## src/rtl/nf2_dma_pkg.sv

```systemverilog
// rtl/nf2_dma_pkg.sv - shared op codes, status-word layout and direction encoding for the NF2 DMA scheduler
package nf2_dma_pkg;

    localparam logic [1:0] OP_CODE_IDLE  = 2'b00;
    localparam logic [1:0] OP_CODE_QUERY = 2'b01;
    localparam logic [1:0] OP_CODE_C2N   = 2'b10;
    localparam logic [1:0] OP_CODE_N2C   = 2'b11;

    localparam int PKT_AVAIL_LSB   = 16;
    localparam int NEARLY_FULL_LSB = 0;
    localparam int QID_W           = 4;

    typedef enum logic {
        DIR_C2N = 1'b0,
        DIR_N2C = 1'b1
    } xfer_dir_e;

    typedef enum logic [2:0] {
        ST_IDLE,
        ST_QUERY,
        ST_ARB,
        ST_REQ,
        ST_XFER,
        ST_GAP
    } sched_state_e;

    // Round-robin pointer step: one past the granted queue, wrapping at n-1.
    function automatic logic [QID_W-1:0] rr_next(input logic [QID_W-1:0] id, input int n);
        return (int'(id) >= n - 1) ? '0 : id + QID_W'(1);
    endfunction

endpackage

```

## src/rtl/nf2_dma_xfer_sched_if.sv

```systemverilog
// rtl/nf2_dma_xfer_sched_if.sv - NF2 DMA engine op-code/status bus
interface nf2_dma_xfer_sched_if #(
    parameter int DW = 32
);
    logic [1:0]    dma_op_code_req;
    logic [3:0]    dma_op_queue_id;
    logic [1:0]    dma_op_code_ack;
    logic          dma_vld_n2c;
    logic [DW-1:0] dma_data_n2c;

    modport master (
        output dma_op_code_req,
        output dma_op_queue_id,
        input  dma_op_code_ack,
        input  dma_vld_n2c,
        input  dma_data_n2c
    );

    modport slave (
        input  dma_op_code_req,
        input  dma_op_queue_id,
        output dma_op_code_ack,
        output dma_vld_n2c,
        output dma_data_n2c
    );
endinterface

```

## src/rtl/nf2_rr_arbiter.sv

```systemverilog
// rtl/nf2_rr_arbiter.sv - combinational round-robin pick starting at ptr
module nf2_rr_arbiter
    import nf2_dma_pkg::*;
#(
    parameter int N = 4
) (
    input  logic [N-1:0]     req,
    input  logic [QID_W-1:0] ptr,
    output logic [QID_W-1:0] grant_id,
    output logic             grant_vld
);

    logic [N-1:0] rot;

    // Rotate requests so that bit 0 is the queue at ptr, find the nearest one, then un-rotate.
    always_comb begin
        int off;
        int sum;
        rot       = N'({req, req} >> ptr);
        off       = 0;
        grant_vld = 1'b0;
        for (int i = N - 1; i >= 0; i--) begin
            if (rot[i]) begin
                off       = i;
                grant_vld = 1'b1;
            end
        end
        sum = int'(ptr) + off;
        if (sum >= N) begin
            sum = sum - N;
        end
        grant_id = grant_vld ? QID_W'(sum) : '0;
    end

endmodule

```

## src/rtl/nf2_dma_xfer_sched.sv

```systemverilog
// rtl/nf2_dma_xfer_sched.sv - host-side NF2 DMA poll/arbitrate/grant scheduler
module nf2_dma_xfer_sched
    import nf2_dma_pkg::*;
#(
    parameter int NUM_CPU_QUEUES = 4,
    parameter int DMA_DATA_WIDTH = 32,
    parameter int ACK_TIMEOUT    = 255,
    parameter int QUERY_GAP      = 16
) (
    input  logic                      cpci_clk,
    input  logic                      cpci_reset,
    input  logic                      enable_dma,
    nf2_dma_xfer_sched_if.master      dma,
    input  logic [NUM_CPU_QUEUES-1:0] host_tx_req,
    input  logic                      host_rx_rdy,
    output logic                      xfer_start,
    output logic                      xfer_dir,
    output logic [3:0]                xfer_qid,
    input  logic                      xfer_done,
    output logic [NUM_CPU_QUEUES-1:0] q_pkt_avail,
    output logic [NUM_CPU_QUEUES-1:0] q_nearly_full,
    output logic                      timeout_err
);

    localparam int NQ = NUM_CPU_QUEUES;

    sched_state_e            state;
    xfer_dir_e               last_dir;
    logic [7:0]              timer;
    logic [7:0]              gap_cnt;
    logic [QID_W-1:0]        ptr_c2n, ptr_n2c;
    logic [NQ-1:0]           elig_c2n, elig_n2c;
    logic [QID_W-1:0]        c2n_id, n2c_id;
    logic                    c2n_vld, n2c_vld, take_n2c;
    logic [DMA_DATA_WIDTH-1:0] status_word;
    logic                    unused_status;
    logic                    status_hit;

    assign status_word   = dma.dma_data_n2c;
    assign unused_status = ^status_word;
    assign status_hit    = (dma.dma_op_code_ack == OP_CODE_QUERY) && dma.dma_vld_n2c;

    // Eligibility comes from the last captured status, so it is stable through ARB.
    assign elig_n2c = q_pkt_avail & {NQ{host_rx_rdy}};
    assign elig_c2n = host_tx_req & ~q_nearly_full;
    assign take_n2c = n2c_vld && (!c2n_vld || last_dir == DIR_C2N);

    nf2_rr_arbiter #(.N(NQ)) u_arb_c2n (
        .req       (elig_c2n),
        .ptr       (ptr_c2n),
        .grant_id  (c2n_id),
        .grant_vld (c2n_vld)
    );

    nf2_rr_arbiter #(.N(NQ)) u_arb_n2c (
        .req       (elig_n2c),
        .ptr       (ptr_n2c),
        .grant_id  (n2c_id),
        .grant_vld (n2c_vld)
    );

    // Scheduler FSM: poll, arbitrate, request, hold for the data mover, with ack timeouts.
    always_ff @(posedge cpci_clk) begin
        if (cpci_reset) begin
            state               <= ST_IDLE;
            last_dir            <= DIR_N2C;
            timer               <= '0;
            gap_cnt             <= '0;
            ptr_c2n             <= '0;
            ptr_n2c             <= '0;
            dma.dma_op_code_req <= OP_CODE_IDLE;
            dma.dma_op_queue_id <= '0;
            xfer_start          <= 1'b0;
            xfer_dir            <= 1'b0;
            xfer_qid            <= '0;
            q_pkt_avail         <= '0;
            q_nearly_full       <= '0;
            timeout_err         <= 1'b0;
        end else begin
            xfer_start  <= 1'b0;
            timeout_err <= 1'b0;
            case (state)
                ST_IDLE: begin
                    dma.dma_op_code_req <= OP_CODE_IDLE;
                    dma.dma_op_queue_id <= '0;
                    if (enable_dma) begin
                        state               <= ST_QUERY;
                        dma.dma_op_code_req <= OP_CODE_QUERY;
                        timer               <= '0;
                    end
                end
                ST_QUERY: begin
                    if (!enable_dma) begin
                        state               <= ST_IDLE;
                        dma.dma_op_code_req <= OP_CODE_IDLE;
                    end else if (status_hit) begin
                        q_pkt_avail   <= status_word[PKT_AVAIL_LSB +: NQ];
                        q_nearly_full <= status_word[NEARLY_FULL_LSB +: NQ];
                        state         <= ST_ARB;
                    end else if (timer == 8'(ACK_TIMEOUT)) begin
                        state               <= ST_IDLE;
                        dma.dma_op_code_req <= OP_CODE_IDLE;
                        timeout_err         <= 1'b1;
                    end else begin
                        timer <= (timer == 8'hFF) ? timer : timer + 8'd1;
                    end
                end
                ST_ARB: begin
                    if (!enable_dma) begin
                        state               <= ST_IDLE;
                        dma.dma_op_code_req <= OP_CODE_IDLE;
                    end else if (!c2n_vld && !n2c_vld) begin
                        state   <= ST_GAP;
                        gap_cnt <= '0;
                    end else begin
                        state <= ST_REQ;
                        timer <= '0;
                        if (take_n2c) begin
                            dma.dma_op_code_req <= OP_CODE_N2C;
                            dma.dma_op_queue_id <= n2c_id;
                            ptr_n2c             <= rr_next(n2c_id, NQ);
                            last_dir            <= DIR_N2C;
                        end else begin
                            dma.dma_op_code_req <= OP_CODE_C2N;
                            dma.dma_op_queue_id <= c2n_id;
                            ptr_c2n             <= rr_next(c2n_id, NQ);
                            last_dir            <= DIR_C2N;
                        end
                    end
                end
                ST_REQ: begin
                    if (dma.dma_op_code_ack == dma.dma_op_code_req) begin
                        state      <= ST_XFER;
                        xfer_start <= 1'b1;
                        xfer_dir   <= (dma.dma_op_code_req == OP_CODE_N2C);
                        xfer_qid   <= dma.dma_op_queue_id;
                    end else if (timer == 8'(ACK_TIMEOUT)) begin
                        state               <= ST_IDLE;
                        dma.dma_op_code_req <= OP_CODE_IDLE;
                        dma.dma_op_queue_id <= '0;
                        timeout_err         <= 1'b1;
                    end else begin
                        timer <= (timer == 8'hFF) ? timer : timer + 8'd1;
                    end
                end
                ST_XFER: begin
                    if (xfer_done) begin
                        state               <= ST_QUERY;
                        dma.dma_op_code_req <= OP_CODE_QUERY;
                        dma.dma_op_queue_id <= '0;
                        xfer_dir            <= 1'b0;
                        xfer_qid            <= '0;
                        timer               <= '0;
                    end
                end
                ST_GAP: begin
                    if (!enable_dma) begin
                        state               <= ST_IDLE;
                        dma.dma_op_code_req <= OP_CODE_IDLE;
                    end else if (gap_cnt == 8'(QUERY_GAP - 1)) begin
                        state <= ST_QUERY;
                        timer <= '0;
                    end else begin
                        gap_cnt <= gap_cnt + 8'd1;
                    end
                end
                default: begin
                    state               <= ST_IDLE;
                    dma.dma_op_code_req <= OP_CODE_IDLE;
                end
            endcase
        end
    end

endmodule

```

## src/flat_wrapper.sv

```systemverilog
// flat-port wrapper written by rule: the top's interface ports become plain ports
module nf2_dma_xfer_sched_flat import nf2_dma_pkg::*;
#(
    parameter int NUM_CPU_QUEUES = 4,
    parameter int DMA_DATA_WIDTH = 32,
    parameter int ACK_TIMEOUT    = 255,
    parameter int QUERY_GAP      = 16
)
  (cpci_clk, cpci_reset, enable_dma, host_tx_req, host_rx_rdy, xfer_start, xfer_dir, xfer_qid, xfer_done, q_pkt_avail, q_nearly_full, timeout_err, dma_dma_op_code_req, dma_dma_op_queue_id, dma_dma_op_code_ack, dma_dma_vld_n2c, dma_dma_data_n2c);
  nf2_dma_xfer_sched_if #(.DW((32))) dma_i ();
  input  logic cpci_clk;
  input  logic cpci_reset;
  input  logic enable_dma;
  input  logic [NUM_CPU_QUEUES-1:0] host_tx_req;
  input  logic host_rx_rdy;
  output logic xfer_start;
  output logic xfer_dir;
  output logic [3:0] xfer_qid;
  input  logic xfer_done;
  output logic [NUM_CPU_QUEUES-1:0] q_pkt_avail;
  output logic [NUM_CPU_QUEUES-1:0] q_nearly_full;
  output logic timeout_err;
  output wire logic [$bits(dma_i.dma_op_code_req)-1:0] dma_dma_op_code_req;
  output wire logic [$bits(dma_i.dma_op_queue_id)-1:0] dma_dma_op_queue_id;
  input wire logic [$bits(dma_i.dma_op_code_ack)-1:0] dma_dma_op_code_ack;
  input wire logic [$bits(dma_i.dma_vld_n2c)-1:0] dma_dma_vld_n2c;
  input wire logic [$bits(dma_i.dma_data_n2c)-1:0] dma_dma_data_n2c;
  assign dma_dma_op_code_req = dma_i.dma_op_code_req;
  assign dma_dma_op_queue_id = dma_i.dma_op_queue_id;
  assign dma_i.dma_op_code_ack = dma_dma_op_code_ack;
  assign dma_i.dma_vld_n2c = dma_dma_vld_n2c;
  assign dma_i.dma_data_n2c = dma_dma_data_n2c;
  nf2_dma_xfer_sched #(.NUM_CPU_QUEUES(NUM_CPU_QUEUES), .DMA_DATA_WIDTH(DMA_DATA_WIDTH), .ACK_TIMEOUT(ACK_TIMEOUT), .QUERY_GAP(QUERY_GAP)) u_core (.cpci_clk(cpci_clk), .cpci_reset(cpci_reset), .enable_dma(enable_dma), .dma(dma_i), .host_tx_req(host_tx_req), .host_rx_rdy(host_rx_rdy), .xfer_start(xfer_start), .xfer_dir(xfer_dir), .xfer_qid(xfer_qid), .xfer_done(xfer_done), .q_pkt_avail(q_pkt_avail), .q_nearly_full(q_nearly_full), .timeout_err(timeout_err));
endmodule
```

## config.mk

```make
export PLATFORM = sky130hd
export DESIGN_NAME = nf2_dma_xfer_sched_flat
export DESIGN_NICKNAME = d
export VERILOG_FILES = /design/src/rtl/nf2_dma_pkg.sv /design/src/rtl/nf2_dma_xfer_sched_if.sv /design/src/rtl/nf2_rr_arbiter.sv /design/src/rtl/nf2_dma_xfer_sched.sv /design/src/flat_wrapper.sv
export SDC_FILE = /design/constraint.sdc
export NUM_CORES = 1
export LEC_CHECK = 0
export BUFFER_PORTS_ARGS = -buffer_cell sky130_fd_sc_hd__buf_4
export CORE_MARGIN = 2
export CORE_UTILIZATION = 30
export CTS_BUF_LIST = sky130_fd_sc_hd__clkbuf_8 sky130_fd_sc_hd__clkbuf_16
export DETAILED_ROUTE_END_ITERATION = 12
export SETUP_SLACK_MARGIN = 0.2
export SYNTH_ARGS = -nofsm -noshare
export SYNTH_HDL_FRONTEND = slang
export SYNTH_SLANG_ARGS = --single-unit
```

## constraint.sdc

```tcl
create_clock -name cpci_clk -period 4.95 [get_ports cpci_clk]
set_input_delay 0.99 -clock cpci_clk [delete_from_list [all_inputs] [get_ports cpci_clk]]
set_output_delay 0.99 -clock cpci_clk [all_outputs]
set_load 0.02 [all_outputs]
```

After elaboration in Yosys (flattened, before gate mapping) --
Cells that the tools add are included.
Storage, ports and cells: memories kept 0, bits in latches 0, memory bits (read-only) 0, bits in registers 49, input port bits 44, word-level logic and storage cells 163, RAM bits 0
Operators by class: divide/modulo/power cells 0, magnitude comparators 4, shift-type cells 2, multipliers 0, mux-type cells 79, equal/unequal tests 27, bitwise logic cells 7, reductions and logical operators 22, add/sub/neg operators 8
Operators by type and width (count):
- $mux W32 | 6
- $mux W8 | 14
- $add A5 B32 Y32 | 2
- $ge A32 B4 Y1 const B | 2
- $mux W4 | 13
- $pmux W8 S6 | 1
- $mux W3 | 10
- $mux W2 | 10
- $ne A2 B2 Y1 const B | 10
- $mux W1 | 18
- $pmux W3 S6 | 1
- $add A8 B1 Y8 const B | 2
- $pmux W4 S4 | 1
- $pmux W8 S2 | 1
- $shr A8 B4 Y4 | 2
- $pmux W2 S6 | 1
- $reduce_and A3 Y1 | 4
- $reduce_and A10 Y1 | 1
- $reduce_and A5 Y1 | 2
- $add A4 B1 Y4 const B | 2
- $and A4 B4 Y4 | 2
- $eq A8 B4 Y1 const B | 1
- $eq A8 B8 Y1 const B | 1
- $ge A4 B2 Y1 const B | 2
- other kinds (24) | 40

Longest topological paths before layout --
Gate-level depths: netlist of run 1.
word-level depth 15, gate-level depth with buffers 18

Hierarchy --
Synthesis of run 1 repeated with hierarchy kept, for this count alone.
Unflattened totals: cell total of the unflattened synthesis 372, area, all modules 3135.5 um2
Modules (own cells, without submodules):
- nf2_dma_xfer_sched | seq. area each 980.9 um2, cells each 280, area an instance 2397.3 um2, times used 1
- nf2_rr_arbiter | seq. area each 0.0 um2, cells each 46, area an instance 369.1 um2, times used 2

Worst setup path before layout of run 1 --
OpenSTA, ideal clock, no wires.
kind input -> register, start point input host_tx_req[0], end point register u_core.ptr_c2n[1], data arrival time 3.911 ns, path slack 0.980 ns, required time 4.891 ns, cell stages on the path 17, setup time 0.059 ns, cell sequence or3b_4 > o21ai_0 > o21ai_0 > nand2_1 > a211oi_1 > ha_1 > inv_1 > fa_1 > clkbuf_1 > xnor2_1 > ha_1 > nand2_1 > o21ai_1 > or3_1 > o221a_2 > nor4_2 > a22o_1
On the way: cells in the longest elaborated chain, start to end 12
RTL lines:
- start, declared | RTL line flat_wrapper.sv:14 | input logic [NUM_CPU_QUEUES-1:0] host_tx_req;
- $and A4 B4 Y4 * | RTL line nf2_dma_xfer_sched.sv:45 | assign elig_c2n = host_tx_req & ~q_nearly_full;
- $shr A8 B4 Y4 * | RTL line nf2_rr_arbiter.sv:19 | rot = N'({req, req} >> ptr);
- $mux W2 | RTL line nf2_rr_arbiter.sv:23 | if (rot[i]) begin
- $mux W32 (3 in series) | RTL line nf2_rr_arbiter.sv:23
- $add A5 B32 Y32 | RTL line nf2_rr_arbiter.sv:28 | sum = int'(ptr) + off;
- $ge A32 B4 Y1 or $sub A4 B4 Y4 (tied branches) | RTL line nf2_rr_arbiter.sv:29, nf2_rr_arbiter.sv:30
- $mux W4 | RTL line nf2_rr_arbiter.sv:29 | if (sum >= N) begin
- $mux W4 | RTL line nf2_rr_arbiter.sv:32 | grant_id = grant_vld ? QID_W'(sum) : '0;
- $add A4 B1 Y4 or $ge A4 B2 Y1 (tied branches) | RTL line nf2_dma_pkg.sv:29 | return (int'(id) >= n - 1) ? '0 : id + QID_W'(1);
- $mux W4 | RTL line nf2_dma_pkg.sv:29
- end signal, assigned | RTL line nf2_dma_xfer_sched.sv:126 | ptr_c2n <= rr_next(c2n_id, NQ);
- end, declared | RTL line nf2_dma_xfer_sched.sv:31 | logic [QID_W-1:0] ptr_c2n, ptr_n2c;
Every way passes the cells marked *; elsewhere a longest branch is shown, timed or not. A chain may end at the register's enable or synchronous reset.

Worst setup path in the final report of run 1 --
start point register u_core.ptr_n2c[0], end point register u_core.ptr_n2c[0]
On the way: cells in the longest elaborated chain, start to end 11
RTL lines:
- start, declared | RTL line nf2_dma_xfer_sched.sv:31
- start signal, assigned | RTL line nf2_dma_xfer_sched.sv:121 | ptr_n2c <= rr_next(n2c_id, NQ);
- $shr A8 B4 Y4 | RTL line nf2_rr_arbiter.sv:19
- $mux W2 | RTL line nf2_rr_arbiter.sv:23
- $mux W32 (3 in series) | RTL line nf2_rr_arbiter.sv:23
- $add A5 B32 Y32 | RTL line nf2_rr_arbiter.sv:28
- $ge A32 B4 Y1 or $sub A4 B4 Y4 (tied branches) | RTL line nf2_rr_arbiter.sv:29, nf2_rr_arbiter.sv:30
- $mux W4 | RTL line nf2_rr_arbiter.sv:29
- $mux W4 | RTL line nf2_rr_arbiter.sv:32
- $add A4 B1 Y4 or $ge A4 B2 Y1 (tied branches) | RTL line nf2_dma_pkg.sv:29
- $mux W4 | RTL line nf2_dma_pkg.sv:29
Parallel ways exist; a longest one is shown, timed or not.

==> impl_metrics.json, run 1 <==
{
  "outcome": "completed",
  "utilization": 0.365,
  "cp.arrival_ps": 4430,
  "worstSetupPathType": "flip-flop to flip-flop",
  "synth_top_area_cell": "dfxtp_1",
  "ys_seq_area_frac": 0.321,
  "synthAdderAreaFrac": 0.0623,
  "grt_pass1_wl_um": 12100,
  "slowest_delay_ps": 640,
  "clockBufferDepth": 2,
  "rsz0062_at_grt": "no",
  "grt_max_degree": 36,
  "synth_compound_area_frac": 0.221,
  "final_hold_viol_count": 0,
  "post-route-period-util": 0.845,
  "startpoint": "u_core.ptr_n2c[0]",
  "io_pins": 65,
  "routedWlPerCell_um": 13.1,
  "syn_area_um2": 3050,
  "cts_tree": "yes",
  "place_congestion": 0.839,
  "synth_edf_count": 0,
  "r2r_slack_ps": 770,
  "path_buf_inv": 1,
  "fin_setup_tns_ps": 0,
  "synth_area_per_cell_um2": 8.05,
  "max_freq_ghz": 0.239,
  "antenna_found_initial": 0,
  "synth_top_family_by_area": "simple AND/OR/NAND/NOR gates",
  "synth_cell_types": 57,
  "netlist_top_cells_area": "dfxtp_1, ha_1, nor2_1, nand2_1, mux2i_1",
  "dpl.hpwl_um": 5300,
  "vdd_ir_drop_max_mv": 0.0857,
  "via_per_inst": 5.22,
  "grt_usage": 0.130,
  "fp.dieH_um": 105,
  "syn_nets": 437,
  "internal_power_w": 0.000586,
  "cts_sinks": 49,
  "cp_max_fo": 8,
  "synth_top_area_share": 0.321,
  "seqPwrFrac": 0.523,
  "crit_cells": 16,
  "rr_endpoint": "u_core.ptr_n2c[0]",
  "drcViolationCount": 0,
  "h-tree-depth": 2,
  "ys_ff_latch": 49,
  "post_cts_buffers": 0,
  "grt_pass1_vias": 2654,
  "multi_input_area_um2": 1920,
  "antenna_left": 0,
  "min_period_ps": 4180,
  "slew_headroom": 0.312,
  "path_cells": "mux2_1 > or2_2 > nor3_1 > a31oi_1 > or2_2 > inv_1 > ha_1 > a21oi_1 > nor2b_1 > xnor2_1 > ha_1 > nand2_1 > o21ai_1 > a31oi_1 > a2111oi_0 > a22o_1",
  "die_w_um": 105,
  "cts_root_buf": "clkbuf_8",
  "slew_violations": 0,
  "num_antenna_cells": 0,
  "fin_nets": 470,
  "grt-ovfl-total": 0,
  "drive_above_1_share": 0.155,
  "power_leakage_nw": 1.43,
  "port_buffers": 40,
  "synth_warnings": 0,
  "synthArstFlopShare": 0,
  "numCtsBuffers": 5,
  "clk_pin_slew_ps": 90,
  "r2r_cells": 16,
  "skew_ps": 15.0,
  "num_rows": 36,
  "hp-class": "flip-flop to flip-flop",
  "muxShareOfSynthArea": 0.0615,
  "clock_power_share": 0.396,
  "drt_wl_total_um": 7140,
  "start_util": 0.311,
  "cts_hold_buf": 0,
  "yosys.area_share.simple": 0.259,
  "netSwitchingPower_w": 0.000178,
  "coreArea_um2": 9820,
  "swShare": 0.233,
  "critical-path-top-delay-family": "compound AO/OA/AOI/OAI gates",
  "fin_area_um2": 3580,
  "cts_resized": 0,
  "drtIter0Drc": 119,
  "worst_setup_path_end_kind": "flip-flop",
  "final_cell_mix": "dfxtp_1, buf_4, nor2_1, nand2_1, inv_1",
  "r2r_start": "u_core.ptr_n2c[0]",
  "power.density_nw_per_um2": 214,
  "worstMarginPinSlew_ps": 1030,
  "crit_required_ps": 5200,
  "detailedRoute.firstPassIterationCount": 4,
  "critical_path.endpoint": "u_core.ptr_n2c[0]",
  "cpMaxStageDelayCell": "a2111oi_0",
  "syn_inst": 379,
  "synth-xor-area-share": 0.0258,
  "fillers": 1041,
  "layout_commonest_cell": "dfxtp_1",
  "via_count": 2851,
  "critPathLaunchType": "flip-flop",
  "ys.flop_type": "dfxtp_1",
  "regArea_um2": 981,
  "clock_latency_ps": 310,
  "areaGrowthSynthToFinish_pct": 17.3,
  "dieArea_um2": 11000,
  "combinationalPowerShare": 0.082,
  "dpl_cell_area_um2": 3460,
  "maxCapViolCount": 0,
  "finalSetupViolations": 0
}
## synth_stat cells (2+ instances only)
cell / instances
dfxtp_1: 49
nor2_1: 35
nand2_1: 34
inv_1: 24
a21oi_1: 23
o21ai_0: 17
nand3_1: 16
clkbuf_1: 12
ha_1: 12
mux2i_1: 12
o21ai_1: 10
a31oi_1: 9
and2_1: 9
nor2b_1: 8
or3_1: 8
nor3_1: 6
o32ai_1: 6
a211oi_1: 5
a21o_1: 5
and3_1: 5
xnor2_1: 5
a22o_1: 4
nand2b_1: 4
nand4_1: 4
nor3b_1: 4
or2_2: 4
xor2_1: 4
a211o_1: 3
a221o_1: 3
mux2_2: 3
or4_1: 3
a32oi_1: 2
and3b_1: 2
buf_2: 2
fa_1: 2
nand3b_1: 2
nor4_1: 2
o22ai_1: 2
## layout make-up
type / count / share of cell area
Multi-Input combinational cell: 291 / 0.537
Sequential cell: 49 / 0.274
Timing Repair Buffer: 40 / 0.0839
Tap cell: 133 / 0.0465
Inverter: 25 / 0.0262
Clock buffer: 6 / 0.0231
Clock inverter: 2 / 0.00944
## worst register-to-register path, delay by kind of cell (launching register included)
| family | cells | cell delay (ps) |
|---|---|---|
| AO/OA/AOI/OAI | 6 | 1610 |
| adder cells (fa/ha/maj) | 2 | 430 |
| buffers and inverters | 1 | 70 |
| flip-flops | 1 | 500 |
| multiplexers | 1 | 370 |
| AND/OR/NAND/NOR | 5 | 860 |
| XOR/XNOR | 1 | 300 |
## through the flow
| step | setup slack, ps | power, W | hold slack [ps] | instances |
|---|---|---|---|---|
| 6_report | 768 | 0.000764 | 457 | 546 |
| 5_1_grt | 355 | 0.000796 | 479 | 546 |
| 4_1_cts | 800 | 0.000777 | 460 | 546 |
| 3_5_place_dp | 565 | 0.000471 | 445 | 538 |
| 3_3_place_gp | 694 | 0.000471 | 439 | 538 |
| 2_1_floorplan | 980 | 0.000446 | 447 | 379 |
## how the worst min path moves through the flow
stage                       start                  to  slack (ps)  cells after the start
6_report       u_core.xfer_qid[3]  u_core.xfer_qid[3]         460                      2
3_5_place_dp      u_core.xfer_dir     u_core.xfer_dir         450                      2
5_1_grt        u_core.xfer_qid[0]  u_core.xfer_qid[0]         480                      2
2_1_floorplan     u_core.timer[1]     u_core.timer[1]         450                      2
3_3_place_gp      u_core.xfer_dir     u_core.xfer_dir         440                      2
4_1_cts           u_core.xfer_dir     u_core.xfer_dir         460                      2
## logic make-up (layout without fill, tap and decap cells)
family | Yosys count | count (layout)
AOI/OAI and AO/OA | 100 | 100
xor gates and xnor gates | 9 | 9
and+or+nand+nor | 151 | 151
buffers and inverters | 39 | 73
DFF | 49 | 49
adders and majority gates | 14 | 14
muxes | 17 | 17
## state kept, by name, summed over array words and instances (netlist names), 2 cells and up
signal                      cells
u_core.state                    3
u_core.ptr_c2n                  4
u_core.q_nearly_full            4
u_core.dma.dma_op_code_req      2
u_core.timer                    8
u_core.gap_cnt                  8
u_core.xfer_qid                 4
u_core.q_pkt_avail              4
u_core.ptr_n2c                  4
u_core.dma.dma_op_queue_id      4
## metal layers
| metal | global-route usage | routed length (um) | vias up |
|---|---|---|---|
| li1 | - | - | 1432 |
| met1 | 0.172 | 3430 | 1358 |
| met2 | 0.215 | 3400 | 55 |
| met3 | 0.0200 | 237 | 6 |
| met4 | 0.0438 | 78 | 0 |
| met5 | 0 | 0 | - |
## power groups by stage
stage	registers (W)	clock network (W)	logic, W
final	0.000399	0.000303	0.0000623
after global routing	0.000400	0.000327	0.0000692
after CTS	0.000400	0.000315	0.0000628
after detailed placement	0.000409	0	0.0000625
after global placement	0.000409	0	0.0000620
after floorplan	0.000408	0	0.0000383
(Power assumes the default switching activity.)
==> run 2: changes to the inputs <==
--- a/config.mk
+++ b/config.mk
@@ -5,6 +5,7 @@
 export SDC_FILE = /design/constraint.sdc
 export NUM_CORES = 1
 export LEC_CHECK = 0
+export ABC_AREA = 1
 export BUFFER_PORTS_ARGS = -buffer_cell sky130_fd_sc_hd__buf_4
 export CORE_MARGIN = 2
 export CORE_UTILIZATION = 30
==> constraint.sdc (replaced) <==
create_clock -name cpci_clk -period 3.4 [get_ports cpci_clk]
set_input_delay 0.68 -clock cpci_clk [delete_from_list [all_inputs] [get_ports cpci_clk]]
set_output_delay 0.68 -clock cpci_clk [all_outputs]
set_load 0.02 [all_outputs]
==> impl_metrics.json, run 2 <==
{
  "netSwitchingPower_w": 0.000346,
  "rsz0062_at_grt": "yes",
  "ys.flop_type": "dfxtp_1",
  "via_per_inst": 4.92,
  "grt-ovfl-total": 0,
  "cts_root_buf": "clkbuf_16",
  "finalSetupViolations": 0,
  "crit_required_ps": 3640,
  "yosysMostFrequentCell": "nand2_1",
  "die_w_um": 110,
  "final_hold_viol_count": 0,
  "syn_nets": 546,
  "worstMarginPinSlew_ps": 504,
  "drt_wl_total_um": 8470,
  "fin_nets": 597,
  "skew_ps": 11.7,
  "port_buffers": 40,
  "post-route-period-util": 0.906,
  "power.density_nw_per_um2": 294,
  "cp_max_fo": 3,
  "ys_ff_latch": 49,
  "critical-path-top-delay-family": "simple AND/OR/NAND/NOR gates",
  "maxCapViolCount": 0,
  "synth_area_per_cell_um2": 6.95,
  "drive_above_1_share": 0.309,
  "grt_pass1_wl_um": 13700,
  "worst_setup_path_end_kind": "flip-flop",
  "final_cell_mix": "nand2_1, nand3_1, nor2_1, buf_4, inv_1",
  "cp.arrival_ps": 3320,
  "dpl.hpwl_um": 6120,
  "routedWlPerCell_um": 12.4,
  "power_leakage_nw": 1.82,
  "max_freq_ghz": 0.325,
  "synth_edf_count": 0,
  "ys_seq_area_frac": 0.289,
  "seqPwrFrac": 0.462,
  "syn_area_um2": 3390,
  "syn_inst": 488,
  "synthTopCellsByCount": "nand2_1, nand3_1, nor2_1",
  "synth_top_area_share": 0.289,
  "dpl_cell_area_um2": 3860,
  "fillers": 1135,
  "clk_pin_slew_ps": 80,
  "dieArea_um2": 12200,
  "clock_power_share": 0.418,
  "hp-class": "flip-flop to flip-flop",
  "swShare": 0.274,
  "critPathLaunchType": "primary input",
  "detailedRoute.firstPassIterationCount": 5,
  "num_antenna_cells": 0,
  "fp.dieH_um": 110,
  "synthArstFlopShare": 0,
  "antenna_left": 0,
  "io_pins": 65,
  "cts_hold_buf": 0,
  "vdd_ir_drop_max_mv": 0.187,
  "cts_tree": "yes",
  "antenna_found_initial": 0,
  "path_buf_inv": 3,
  "slew_headroom": 0.664,
  "worstSetupPathType": "primary input to flip-flop",
  "synth_cell_types": 40,
  "synth_warnings": 0,
  "clockBufferDepth": 2,
  "grt_max_degree": 33,
  "start_util": 0.310,
  "outcome": "completed",
  "coreArea_um2": 10900,
  "fin_area_um2": 4290,
  "netlist_top_cells_area": "dfxtp_1, nand2_1, nand3_1, nor2_1, inv_1",
  "layout_commonest_cell": "nand2_1",
  "internal_power_w": 0.000915,
  "cts_sinks": 49,
  "cpMaxStageDelayCell": "fa_2",
  "min_period_ps": 3080,
  "synth_top_area_cell": "dfxtp_1",
  "grt_pass1_vias": 3095,
  "drcViolationCount": 0,
  "slowest_delay_ps": 370,
  "reg_top3": "u_core.gap_cnt x8, u_core.timer x8",
  "h-tree-depth": 2,
  "numCtsBuffers": 5,
  "num_rows": 38,
  "utilization": 0.392,
  "place_congestion": 0.860,
  "via_count": 3343,
  "drtIter0Drc": 116,
  "slew_violations": 0,
  "finalPower_w": 0.00126,
  "cpMostUsedCell": "nand2_1",
  "grt_usage": 0.141,
  "clock_latency_ps": 300,
  "path_cells": "buf_6 > nand3_2 > nand2_1 > nand2_1 > nand2_1 > nand2_2 > nand4_1 > a21boi_1 > ha_2 > inv_2 > fa_2 > xor2_2 > buf_4 > ha_2 > nand3_4 > xor2_2 > or2_2 > nand2_1 > nand3_1 > a21oi_2",
  "combinationalPowerShare": 0.120,
  "areaGrowthSynthToFinish_pct": 26.4
}
run 2: tightest hold or removal path: cells and delay by family (launching register included):
family,cells,cell delay (ps)
compound gates,1,50
simple gates,1,60
flops,1,310
run 2: worst paths after layout:
kind / cells after the start / startpoint / to / slack [ps]
worst max-delay path: 20 / host_tx_req[3] / u_core.dma.dma_op_queue_id[2] / 320
worst min-delay path: 2 / u_core.xfer_qid[0] / u_core.xfer_qid[0] / 470
worst max register to register: 20 / u_core.ptr_c2n[0] / u_core.dma.dma_op_queue_id[2] / 340
worst min register to register: 2 / u_core.xfer_qid[0] / u_core.xfer_qid[0] / 470
run 2: area by class of cell:
| type | instances | area, um^2 | area share |
|---|---|---|---|
| Clock buffer | 5 | 125 | 0.0292 |
| Clock inverter | 3 | 25.0 | 0.00584 |
| Inverter | 58 | 225 | 0.0525 |
| Multi-Input combinational cell | 372 | 2290 | 0.535 |
| Sequential cell | 49 | 995 | 0.232 |
| Tap cell | 140 | 175 | 0.0409 |
| Timing Repair Buffer | 53 | 447 | 0.104 |
run 2: cell families (layout without fill, tap and decap cells):
kind of cell | count (synthesis) | count (layout) | share of synthesized area
compound gates | 62 | 62 | 0.108
buf+inv | 67 | 119 | 0.0808
flops | 49 | 49 | 0.289
xor+xnor | 16 | 16 | 0.0413
fa+ha+maj | 14 | 14 | 0.0561
simple gates | 280 | 280 | 0.425
run 2: stage by stage:
stage / setup slack, ps / cells / setup TNS [ps] / hold WS (ps)
detailed placement: -103 / 665 / -430 / 461
global placement: -36.3 / 665 / -126 / 460
CTS: 205 / 673 / 0 / 476
floorplan: 220 / 488 / 0 / 453
finish: 321 / 680 / 0 / 468
global route: 143 / 680 / 0 / 494
run 2: per-layer routing:
metal	vias to the layer above	GRT usage	wire length, um
met4	0	0.0536	197
met3	16	0.0265	226
met2	52	0.240	4220
met5	-	0	0
li1	1701	-	-
met1	1574	0.176	3820
run 2: power by group through the flow:
stage | Clock (W) | Sequential, W | Combinational [W]
2_1_floorplan | 0 | 0.000599 | 0.0000911
3_3_place_gp | 0 | 0.000597 | 0.000136
3_5_place_dp | 0 | 0.000597 | 0.000139
4_1_cts | 0.000542 | 0.000584 | 0.000139
5_1_grt | 0.000559 | 0.000583 | 0.000167
6_report | 0.000526 | 0.000583 | 0.000151
run 2: what timing repair did:
item | in CTS | in global routing
resized for setup | 2 | 60
endpoints found under the hold margin | 0 | 0
buffers inserted | 0 | 6
gates cloned | 0 | 1
pin swaps | 0 | 28
endpoints found under the setup margin | 3 | 6
